File: src/rtl/usbf_ssram_arb_if.sv
// Request/response and SSRAM bus bundle for usbf_ssram_arb.
// slave = arbiter side; master = requesters plus the SSRAM itself.
interface usbf_ssram_arb_if #(
  parameter int SSRAM_HADR = 14
);
  logic                  u_req_i;
  logic                  u_we_i;
  logic [SSRAM_HADR:0]   u_adr_i;
  logic [31:0]           u_din_i;
  logic [31:0]           u_dout_o;
  logic                  u_ack_o;

  logic                  wb_cyc_i;
  logic                  wb_stb_i;
  logic                  wb_we_i;
  logic [SSRAM_HADR:0]   wb_adr_i;
  logic [31:0]           wb_din_i;
  logic [31:0]           wb_dout_o;
  logic                  wb_ack_o;

  logic [SSRAM_HADR:0]   sram_adr_o;
  logic [31:0]           sram_dout_o;
  logic [31:0]           sram_din_i;
  logic                  sram_we_o;
  logic                  sram_re_o;

  modport slave (
    input  u_req_i, u_we_i, u_adr_i, u_din_i,
    output u_dout_o, u_ack_o,
    input  wb_cyc_i, wb_stb_i, wb_we_i, wb_adr_i, wb_din_i,
    output wb_dout_o, wb_ack_o,
    output sram_adr_o, sram_dout_o, sram_we_o, sram_re_o,
    input  sram_din_i
  );

  modport master (
    output u_req_i, u_we_i, u_adr_i, u_din_i,
    input  u_dout_o, u_ack_o,
    output wb_cyc_i, wb_stb_i, wb_we_i, wb_adr_i, wb_din_i,
    input  wb_dout_o, wb_ack_o,
    input  sram_adr_o, sram_dout_o, sram_we_o, sram_re_o,
    output sram_din_i
  );
endinterface

File: src/rtl/usbf_ssram_arb.sv
// Single-port SSRAM arbiter: USB engine (U, pipelined, high priority) vs Wishbone (W).
// Define USBF_ARB_FAIR_EN to force a W grant after MAX_STALL consecutive U grants.
module usbf_ssram_arb #(
  parameter int SSRAM_HADR = 14,
  parameter int MAX_STALL  = 4
) (
  input  logic            clk_i,
  input  logic            rst_i,
  usbf_ssram_arb_if.slave bus
);
  logic                grant_u;
  logic                grant_w;
  logic                w_req;
  logic                w_block;
  logic                w_turn;
  logic                u_ack;
  logic                wb_ack;
  logic                we_mux;
  logic [SSRAM_HADR:0] adr_mux;
  logic [31:0]         dout_mux;

  // w_block masks the W strobe during its own ack cycle so a held stb does not re-issue.
  assign w_req = bus.wb_cyc_i & bus.wb_stb_i & ~w_block;

`ifdef USBF_ARB_FAIR_EN
  localparam int                 STALL_W   = $clog2(MAX_STALL + 1);
  localparam logic [STALL_W-1:0] STALL_LIM = STALL_W'(MAX_STALL);

  logic [STALL_W-1:0] stall_cnt;

  assign w_turn = w_req & (stall_cnt == STALL_LIM);

  always_ff @(posedge clk_i) begin
    if (!rst_i || grant_w || !w_req) begin
      stall_cnt <= '0;
    end else if (grant_u) begin
      stall_cnt <= stall_cnt + STALL_W'(1);
    end
  end
`else
  assign w_turn = 1'b0;
`endif

  always_comb begin
    grant_u = 1'b0;
    grant_w = 1'b0;
    if (rst_i) begin
      if (w_req && (!bus.u_req_i || w_turn)) begin
        grant_w = 1'b1;
      end else if (bus.u_req_i) begin
        grant_u = 1'b1;
      end
    end
  end

  // Idle cycles park the SSRAM bus on the U port values.
  always_comb begin
    adr_mux  = bus.u_adr_i;
    dout_mux = bus.u_din_i;
    we_mux   = bus.u_we_i;
    if (grant_w) begin
      adr_mux  = bus.wb_adr_i;
      dout_mux = bus.wb_din_i;
      we_mux   = bus.wb_we_i;
    end
  end

  assign bus.sram_adr_o  = adr_mux;
  assign bus.sram_dout_o = dout_mux;
  assign bus.sram_we_o   = (grant_u | grant_w) & we_mux;
  assign bus.sram_re_o   = (grant_u | grant_w) & ~we_mux;

  always_ff @(posedge clk_i) begin
    if (!rst_i) begin
      u_ack   <= 1'b0;
      wb_ack  <= 1'b0;
      w_block <= 1'b0;
    end else begin
      u_ack   <= grant_u;
      wb_ack  <= grant_w;
      w_block <= grant_w;
    end
  end

  assign bus.u_ack_o   = u_ack;
  assign bus.wb_ack_o  = wb_ack;
  assign bus.u_dout_o  = bus.sram_din_i;
  assign bus.wb_dout_o = bus.sram_din_i;
endmodule

File: src/flat_wrapper.sv
// flat-port wrapper written by rule: the top's interface ports become plain ports
module usbf_ssram_arb_flat 
#(
  parameter int SSRAM_HADR = 14,
  parameter int MAX_STALL  = 4
)
  (clk_i, rst_i, bus_u_req_i, bus_u_we_i, bus_u_adr_i, bus_u_din_i, bus_u_dout_o, bus_u_ack_o, bus_wb_cyc_i, bus_wb_stb_i, bus_wb_we_i, bus_wb_adr_i, bus_wb_din_i, bus_wb_dout_o, bus_wb_ack_o, bus_sram_adr_o, bus_sram_dout_o, bus_sram_we_o, bus_sram_re_o, bus_sram_din_i);
  usbf_ssram_arb_if #(.SSRAM_HADR(SSRAM_HADR)) bus_i ();
  input  logic clk_i;
  input  logic rst_i;
  input wire logic [$bits(bus_i.u_req_i)-1:0] bus_u_req_i;
  input wire logic [$bits(bus_i.u_we_i)-1:0] bus_u_we_i;
  input wire logic [$bits(bus_i.u_adr_i)-1:0] bus_u_adr_i;
  input wire logic [$bits(bus_i.u_din_i)-1:0] bus_u_din_i;
  output wire logic [$bits(bus_i.u_dout_o)-1:0] bus_u_dout_o;
  output wire logic [$bits(bus_i.u_ack_o)-1:0] bus_u_ack_o;
  input wire logic [$bits(bus_i.wb_cyc_i)-1:0] bus_wb_cyc_i;
  input wire logic [$bits(bus_i.wb_stb_i)-1:0] bus_wb_stb_i;
  input wire logic [$bits(bus_i.wb_we_i)-1:0] bus_wb_we_i;
  input wire logic [$bits(bus_i.wb_adr_i)-1:0] bus_wb_adr_i;
  input wire logic [$bits(bus_i.wb_din_i)-1:0] bus_wb_din_i;
  output wire logic [$bits(bus_i.wb_dout_o)-1:0] bus_wb_dout_o;
  output wire logic [$bits(bus_i.wb_ack_o)-1:0] bus_wb_ack_o;
  output wire logic [$bits(bus_i.sram_adr_o)-1:0] bus_sram_adr_o;
  output wire logic [$bits(bus_i.sram_dout_o)-1:0] bus_sram_dout_o;
  output wire logic [$bits(bus_i.sram_we_o)-1:0] bus_sram_we_o;
  output wire logic [$bits(bus_i.sram_re_o)-1:0] bus_sram_re_o;
  input wire logic [$bits(bus_i.sram_din_i)-1:0] bus_sram_din_i;
  assign bus_i.u_req_i = bus_u_req_i;
  assign bus_i.u_we_i = bus_u_we_i;
  assign bus_i.u_adr_i = bus_u_adr_i;
  assign bus_i.u_din_i = bus_u_din_i;
  assign bus_u_dout_o = bus_i.u_dout_o;
  assign bus_u_ack_o = bus_i.u_ack_o;
  assign bus_i.wb_cyc_i = bus_wb_cyc_i;
  assign bus_i.wb_stb_i = bus_wb_stb_i;
  assign bus_i.wb_we_i = bus_wb_we_i;
  assign bus_i.wb_adr_i = bus_wb_adr_i;
  assign bus_i.wb_din_i = bus_wb_din_i;
  assign bus_wb_dout_o = bus_i.wb_dout_o;
  assign bus_wb_ack_o = bus_i.wb_ack_o;
  assign bus_sram_adr_o = bus_i.sram_adr_o;
  assign bus_sram_dout_o = bus_i.sram_dout_o;
  assign bus_sram_we_o = bus_i.sram_we_o;
  assign bus_sram_re_o = bus_i.sram_re_o;
  assign bus_i.sram_din_i = bus_sram_din_i;
  usbf_ssram_arb #(.SSRAM_HADR(SSRAM_HADR), .MAX_STALL(MAX_STALL)) u_core (.clk_i(clk_i), .rst_i(rst_i), .bus(bus_i));
endmodule
File: config.mk
export PLATFORM = sky130hd
export DESIGN_NAME = usbf_ssram_arb_flat
export DESIGN_NICKNAME = d
export VERILOG_FILES = /design/src/rtl/usbf_ssram_arb_if.sv /design/src/rtl/usbf_ssram_arb.sv /design/src/flat_wrapper.sv
export SDC_FILE = /design/constraint.sdc
export NUM_CORES = 1
export LEC_CHECK = 0
export CAP_MARGIN = 20
export CORE_AREA = 2 2 96 98
export CTS_BUF_LIST = sky130_fd_sc_hd__clkbuf_2
export CTS_CLUSTER_DIAMETER = 40
export DETAILED_ROUTE_END_ITERATION = 12
export DIE_AREA = 0 0 98 100
export GPL_TIMING_DRIVEN = 0
export PLACE_DENSITY = 0.66
export SYNTH_ARGS = -nofsm -noshare
export SYNTH_HDL_FRONTEND = slang
export SYNTH_SLANG_ARGS = --single-unit
File: constraint.sdc
create_clock -name clk_i -period 1.6 [get_ports clk_i]
set_input_delay 0.32 -clock clk_i [delete_from_list [all_inputs] [get_ports clk_i]]
set_output_delay 0.32 -clock clk_i [all_outputs]
set_load 0.005 [all_outputs]
==> flow_summary.toml, run 1 <==
[floorplanning]
die_w_um = 98
start_util_pct = 12.9
coreArea_sq_um = 8890
die-area_sq_um = 9800
dieHeight_um = 100
rows = 35
io_pins = 248

[timing]
fmax_ghz = 0.499
finClkSkew_ns = 0
maxSlewViolCount = 0
layout_min_cycle_time_ns = 2.00
setup-violations-final = 48
max-slew-margin-rel_pct = 85.3
fin_crit_sh_pct = 125
fin_tns_setup_ns = -15.23
rsz0062_at_grt = "yes"
layout_setup_ws_ns = -0.404
tightest_slew_ns = 0.220
hold_viol_final = 0

[worst_setup_path]
cp-start-kind = "flop"
cp.arrival_ns = 1.68
end_kind = "primary output"
r2r_start = "u_core.w_block"
required_ns = 1.28
crit_type = "flop to primary output"
crit_fanout = 5
r2r-end = "u_core.w_block"
rr_worst_depth = 6
r2r_slack_ns = 0.48

[detailed_routing]
wl_per_cell_um = 13.5
drtAntennaViolNets = 0
via_per_inst = 3.63
top_layer = "met3"
wl_met2_um = 3690
drc_errors = 0
wl_met3_um = 671
wl_met1_um = 1990
drt_wl_total_um = 6350
drtIter0Drc = 17
vias = 1702
firstDrtPassIters = 4

[cts]
htreeDepth = 1
clock-sinks = 2
ctsLongestPathBuffers = 2
cts_tree = "yes"
root_buffer = "clkbuf_2"
cts_buffers = 3
clk_pin_slew_worst_paths_ns = 0.03
clkLatencyLatePin_ns = 0.19

[synthesis]
syn-num-nets = 257
synth.distinct_cells = 12
synth_area_sq_um = 1150
ys_seq_elements = 2
post_synth.cell_area_avg_sq_um = 9.27
syn-instance-count = 124
seq_area_frac_synth_pct = 3.48
yosys_warnings = 0

[layout]
num_antenna_cells = 0
fin_nets = 493
stdcell_area_sq_um = 3880
syn2layout_area_growth_pct = 238
drive_above_1_share_pct = 52.5
fin_cells = 469

[pwr]
switching_share_pct = 23.3
switchingPower_mw = 0.246
internal_power_mw = 0.812
power_frac_comb_pct = 87.4
p_leak_nw = 1.75
pwr-share-seq_pct = 5.0
power_density_nw_per_um2 = 273
power_frac_clock_pct = 7.6
ir_worst_vdd_mv = 0.360

[grt]
grt_max_degree = 6
track_usage_pct = 11.7
grt-ovfl-total = 0
grt_pass1_wl_um = 9370
grt_pass1_vias = 1856
antenna_found_initial = 0

[min_path]
min_to = "u_core.bus.u_ack_o"
hold_depth = 3
min_from = "rst_i"
hold_path.class = "primary input to flop"

[place]
post-place-cells = 450
place_area_sq_um = 3440
place_congestion = 0.720
dp_hpwl_um = 5190
port_buffers = 215

[run_status]
violations = "negative setup slack"
status = "finished, violations left"

[flow_run]
cap_viol_max_count = 0
## cells in the final DEF, fill, tap and decap left out, drive strengths merged
cell           netlist  routed
clkdlybuf4s50        0     162
buf                 69     129
mux2                47      47
clkbuf               0       8
clkdlybuf4s15        0       3
dfxtp                2       2
nand4b               1       1
nor2                 1       1
nand2                1       1
inv                  1       1
a22o                 1       1
o32ai                1       1
dlygate4sd2          0       1
## power groups by stage
stage	clock network, mW	logic (mW)	registers (mW)
global placement	0	0.820	0.0536
finish	0.0803	0.925	0.0531
floorplan	0	0.241	0.0538
global route	0.0877	0.981	0.0533
CTS	0.0844	0.945	0.0531
detailed placement	0	0.828	0.0536
## critical path, stage by stage (launching register included)
cell and delay [ns]:
dfxtp_2 0.31, nand4b_4 0.18, nor2_4 0.12, buf_12 0.12, buf_6 0.10, buf_6 0.12
buf_16 0.12, mux2_4 0.30, buf_6 0.12
## through the flow
stage | hold WS, ns | power, mW | utilization, % | setup slack [ns]
after floorplan | 0.451 | 0.295 | - | 0.0135
after global placement | 0.771 | 0.874 | 38.7 | -1.03
after detailed placement | 0.772 | 0.882 | 38.7 | -1.02
after CTS | 0.512 | 1.08 | 44.5 | -0.445
after global routing | 0.531 | 1.12 | 43.7 | -0.465
final | 0.519 | 1.06 | 43.7 | -0.404
## kinds of logic (layout without fill, tap and decap cells)
kind of cell	Yosys count	after routing	share of synthesized area, %
simple gates	3	3	2.61
compound gates	2	2	1.52
mux	47	47	46.0
buf+inv	70	304	46.4
flops	2	2	3.48
## how the worst max path moves through the flow
| stage | startpoint | to | depth (start not counted) |
|---|---|---|---|
| after global placement | rst_i | bus_sram_dout_o[18] | 7 |
| final | u_core.w_block | bus_sram_dout_o[18] | 8 |
| after detailed placement | rst_i | bus_sram_dout_o[18] | 7 |
| after CTS | u_core.w_block | bus_sram_dout_o[18] | 8 |
| after floorplan | u_core.w_block | bus_sram_dout_o[13] | 5 |
| after global routing | u_core.w_block | bus_sram_dout_o[16] | 8 |
## layer usage
| metal | vias up | GRT usage (%) |
|---|---|---|
| li1 | 827 | - |
| met1 | 760 | 11.6 |
| met2 | 115 | 24.4 |
| met3 | 0 | 4.04 |
| met4 | 0 | 0.427 |
| met5 | - | 0 |
## final cells by class
class,instances,area [sq um]
plain buffers,68,542
well taps,111,139
multi-input cells,52,736
fillers,861,5010
repair buffers,232,2410
flip-flops and latches,2,41.3
clock buffers,3,15.0
inverters,1,3.75
## cell usage after synthesis
| library cell | number | area [sq um] |
|---|---|---|
| o32ai_1 | 1 | 8.76 |
| nand2_1 | 1 | 3.75 |
| dfxtp_1 | 2 | 40.0 |
| mux2_2 | 37 | 417 |
| nand4b_2 | 1 | 15.0 |
| inv_1 | 1 | 3.75 |
| mux2_1 | 10 | 113 |
| buf_8 | 1 | 15.0 |
| buf_6 | 1 | 11.3 |
| a22o_1 | 1 | 8.76 |
| nor2_4 | 1 | 11.3 |
| buf_4 | 67 | 503 |
## flip-flops by register name, indices dropped and copies added, names as in the netlist
signal / count
u_core.w_block: 1
u_core.bus.u_ack_o: 1
## timing repair
| item | in CTS | in global routing |
|---|---|---|
| hold buffers | 0 | 0 |
| setup endpoints to repair | 49 | 49 |
| gates cloned | 4 | 0 |
| buffers inserted | 15 | 1 |
| gates resized for setup | 292 | 10 |
| pin swaps | 1 | 1 |
Note: power is estimated with default switching activity, not from simulation.
==> run 2, diff against run 1 <==
- GPL_TIMING_DRIVEN: 0 -> 1
==> flow_summary.toml, run 2 (same netlist as run 1, synthesis figures left out) <==
[run_status]
status = "finished, violations left"
violations = "negative setup slack"

[timing]
hold_viol_final = 0
fmax_ghz = 0.498
layout_setup_ws_ns = -0.409
tightest_slew_ns = 0.244
fin_crit_sh_pct = 126
setup-violations-final = 49
layout_min_cycle_time_ns = 2.01
maxSlewViolCount = 0
rsz0062_at_grt = "yes"
fin_tns_setup_ns = -15.37
finClkSkew_ns = 0
max-slew-margin-rel_pct = 83.7

[pwr]
internal_power_mw = 0.599
power_density_nw_per_um2 = 268
switching_share_pct = 25.2
ir_worst_vdd_mv = 0.210
switchingPower_mw = 0.202
p_leak_nw = 1.34
power_frac_comb_pct = 82.6
pwr-share-seq_pct = 6.6
power_frac_clock_pct = 10.7

[layout]
layout_common_cells = "98 x clkdlybuf4s50_1, 51 x buf_6, 47 x mux2_4, 18 x clkbuf_2, 13 x buf_4"
layout_commonest_cell = "clkdlybuf4s50_1"
drive_above_1_share_pct = 57.5
num_antenna_cells = 0
syn2layout_area_growth_pct = 160
fin_nets = 387
fin_cells = 363

[floorplanning]
die_w_um = 98
die-area_sq_um = 9800
io_pins = 248
rows = 35
dieHeight_um = 100
coreArea_sq_um = 8890
start_util_pct = 12.9

[detailed_routing]
firstDrtPassIters = 4
drtIter0Drc = 10
drt_wl_total_um = 5660
vias = 1339
wl_per_cell_um = 15.6
drc_errors = 0
via_per_inst = 3.69
drtAntennaViolNets = 0

[min_path]
hold_path.class = "primary input to primary output"
min_from = "bus_sram_din_i[1]"

[cts]
cts_tree = "yes"
root_buffer = "clkbuf_2"
clock-sinks = 2
clkLatencyLatePin_ns = 0.20
ctsLongestPathBuffers = 2
ctsHoldBuffers = 0
cts_buffers = 3
htreeDepth = 1
clk_pin_slew_worst_paths_ns = 0.03

[grt]
grt_pass1_vias = 1535
grt-ovfl-total = 0
antenna_found_initial = 0
grt_max_degree = 12
grt_pass1_wl_um = 7590
track_usage_pct = 9.90

[place]
port_buffers = 151
post-place-cells = 322
dp_hpwl_um = 3770
place_congestion = 0.667
pre_cts_ws_ns = -0.936

[worst_setup_path]
required_ns = 1.28
cp.arrival_ns = 1.69
startpoint = "u_core.w_block"
crit_type = "flop to primary output"
crit_fanout = 5
end_kind = "primary output"
cp-start-kind = "flop"
r2r_start = "u_core.w_block"

[flow_run]
cap_viol_max_count = 0
[run 2: cell count changes in the layout (fill, tap and decap cells not counted), moves of 7 or more]
cell,delta
buf_4,-57
mux2_2,-7
mux2_4,+7
buf_6,+7
clkbuf_2,+10
clkdlybuf4s50_1,-64
[run 2: area by class of cell]
| cell class | count | area (sq um) |
|---|---|---|
| multi-input combinational | 52 | 762 |
| clock buffer | 3 | 15.0 |
| tap | 111 | 139 |
| sequential | 2 | 41.3 |
| inverter | 1 | 3.75 |
| timing repair buffer | 194 | 2030 |
| fill | 900 | 5900 |
[run 2: worst max-delay path: stages (launching register included)]
cell,delay (ns)
dfxtp_2,0.31
nand4b_4,0.18
nor2_4,0.14
buf_6,0.15
buf_16,0.12
buf_6,0.09
buf_6,0.08
mux2_4,0.29
buf_6,0.11
[run 2: final timing paths]
check                                     endpoint  slack, ns  depth (start not counted)
worst min-delay path               bus_u_dout_o[1]       0.64                          0
worst max register to register      u_core.w_block       0.40                          6
worst max-delay path            bus_sram_dout_o[5]      -0.41                          8
worst min register to register      u_core.w_block       1.09                          6
[run 2: routing by layer]
metal  wire length, um  share of wire (%)  track usage, %  vias to the layer above
met5                 0                  0               0                        -
met4               181                3.2            5.56                        0
met3               661                 12            3.97                       17
met2              2950                 52            17.7                      103
met1              1870                 33            9.77                      603
li1                  -                  -               -                      616
[run 2: metrics by stage]
stage	util, %	hold slack, ns	power [mW]	cell area (sq um)
final	33.6	0.640	0.801	2990
after global routing	33.6	0.640	0.848	2990
after CTS	30.8	0.614	0.738	2740
after detailed placement	26.2	0.640	0.589	2330
after global placement	26.2	0.640	0.587	2330
after floorplan	-	0.451	0.295	1150
[run 2: power by group through the flow]
stage	Clock, mW	Combinational [mW]	Sequential (mW)
2_1_floorplan	0	0.241	0.0538
3_3_place_gp	0	0.533	0.0537
4_1_cts	0.0915	0.593	0.0533
3_5_place_dp	0	0.535	0.0538
6_report	0.0859	0.662	0.0532
5_1_grt	0.0956	0.699	0.0533
[run 2: repair_timing]
| item | CTS | global route |
|---|---|---|
| setup endpoints to repair | 49 | 49 |
| cloned | 4 | 2 |
| gates resized for setup | 214 | 79 |
| endpoints found under the hold margin | 0 | 0 |
| pin swaps | 1 | 1 |
| buffers inserted | 20 | 15 |
==> run 3, diff against run 2 <==
- clock period: 1.6 -> 1.85 ns (I/O delays scaled with it)
==> flow_summary.toml, run 3 (same netlist as run 1, synthesis figures left out) <==
[cts]
clk_pin_slew_worst_paths_ns = 0.03
cts_buffers = 3
ctsLongestPathBuffers = 2
root_buffer = "clkbuf_2"
ctsHoldBuffers = 0
htreeDepth = 1
clock-sinks = 2
clkLatencyLatePin_ns = 0.20
cts_tree = "yes"

[grt]
grt_max_degree = 12
track_usage_pct = 9.65
grt_pass1_wl_um = 7400
grt_pass1_vias = 1485
grt-ovfl-total = 0
antenna_found_initial = 0

[place]
port_buffers = 151
dp_hpwl_um = 3760
post-place-cells = 322
place_area_sq_um = 2330
place_congestion = 0.667

[flow_run]
cap_viol_max_count = 0

[worst_setup_path]
crit_type = "primary input to primary output"
cp.arrival_ns = 1.64
cp-start-kind = "primary input"
end_kind = "primary output"
crit_fanout = 5
r2r_start = "u_core.w_block"
required_ns = 1.48
startpoint = "rst_i"

[detailed_routing]
via_per_inst = 3.67
drt_wl_total_um = 5080
drtAntennaViolNets = 0
drtIter0Drc = 3
firstDrtPassIters = 2
wl_per_cell_um = 14.8
vias = 1259
drc_errors = 0

[timing]
fin_crit_sh_pct = 109
finClkSkew_ns = 0
setup-violations-final = 43
fmax_ghz = 0.497
max-slew-margin-rel_pct = 87.2
rsz0062_at_grt = "yes"
fin_tns_setup_ns = -4.51
maxSlewViolCount = 0
hold_viol_final = 0
timing.hold.ws_ns = 0.665
tightest_slew_ns = 0.192
layout_setup_ws_ns = -0.161
layout_min_cycle_time_ns = 2.01

[min_path]
hold_path.class = "primary input to flop"
min_from = "rst_i"

[layout]
layout_commonest_cell = "clkdlybuf4s50_1"
fin_cells = 343
syn2layout_area_growth_pct = 131
fill_cells = 924
fin_util_pct = 29.9
drive_above_1_share_pct = 53.9
fin_nets = 367
layout_common_cells = "98 x clkdlybuf4s50_1, 34 x mux2_4, 33 x buf_6, 15 x buf_2, 12 x mux2_2"
stdcell_area_sq_um = 2660
num_antenna_cells = 0

[floorplanning]
die_w_um = 98
die-area_sq_um = 9800
start_util_pct = 12.9
io_pins = 248
dieHeight_um = 100
rows = 35
coreArea_sq_um = 8890

[pwr]
ir_worst_vdd_mv = 0.159
power_density_nw_per_um2 = 238
p_leak_nw = 1.16

[run_status]
status = "finished, violations left"
violations = "negative setup slack"
==> run 3: changes by cell type in the layout (fill, tap and decap cells not counted), moves of 2 or more <==
cell	delta
buf_12	-4
buf_2	+14
buf_4	-4
buf_6	-18
buf_8	+2
clkbuf_2	-9
mux2_2	+12
mux2_4	-13
==> run 3: metal layers <==
layer	routed length, um	vias up	share of wire (%)	global-route usage, %
met4	68	0	1.3	3.85
met3	575	13	11	4.18
met1	1760	573	35	9.60
met2	2680	99	53	17.7
met5	0	-	0	0
li1	-	574	-	-
==> run 3: worst paths after layout <==
path / end / slack (ns) / cells after the start
hold reg to reg: u_core.w_block / 1.08 / 6
setup reg to reg: u_core.w_block / 0.66 / 6
setup / recovery: bus_sram_dout_o[4] / -0.16 / 8
hold / removal: u_core.bus.u_ack_o / 0.66 / 4
==> run 3: layout make-up <==
class	count	area, sq um	share of cell area [%]
clock buffers	3	15.0	0.565
flip-flops and latches	2	41.3	1.55
inverters	1	3.75	0.141
multi-input cells	52	713	26.8
repair buffers	174	1750	65.7
well taps	111	139	5.23
==> run 3: timing repair <==
action                                  in CTS  in global routing
resized for setup                          235                 40
pin swaps                                    1                  1
setup buffers                               15                  3
endpoints found under the setup margin      49                 48
cloned                                       4                  1
==> run 3: power breakdown <==
group,switching [mW],total [mW],internal (mW)
registers,0.000916,0.0462,0.0453
clock network,0.0281,0.0713,0.0432
logic,0.128,0.515,0.387
==> run 3: worst max-delay path, cell delays in order <==
cell and delay [ns]:
clkdlybuf4s15_2 0.21, nand4b_4 0.12, nor2_4 0.14, buf_6 0.14, clkbuf_16 0.14, buf_12 0.09, mux2_4 0.30, buf_6 0.12
==> run 3: metrics by stage <==
stage / power, mW / setup slack [ns]
global placement: 0.508 / -0.789
global route: 0.677 / -0.253
CTS: 0.626 / -0.264
detailed placement: 0.510 / -0.787
floorplan: 0.255 / 0.214
finish: 0.633 / -0.161
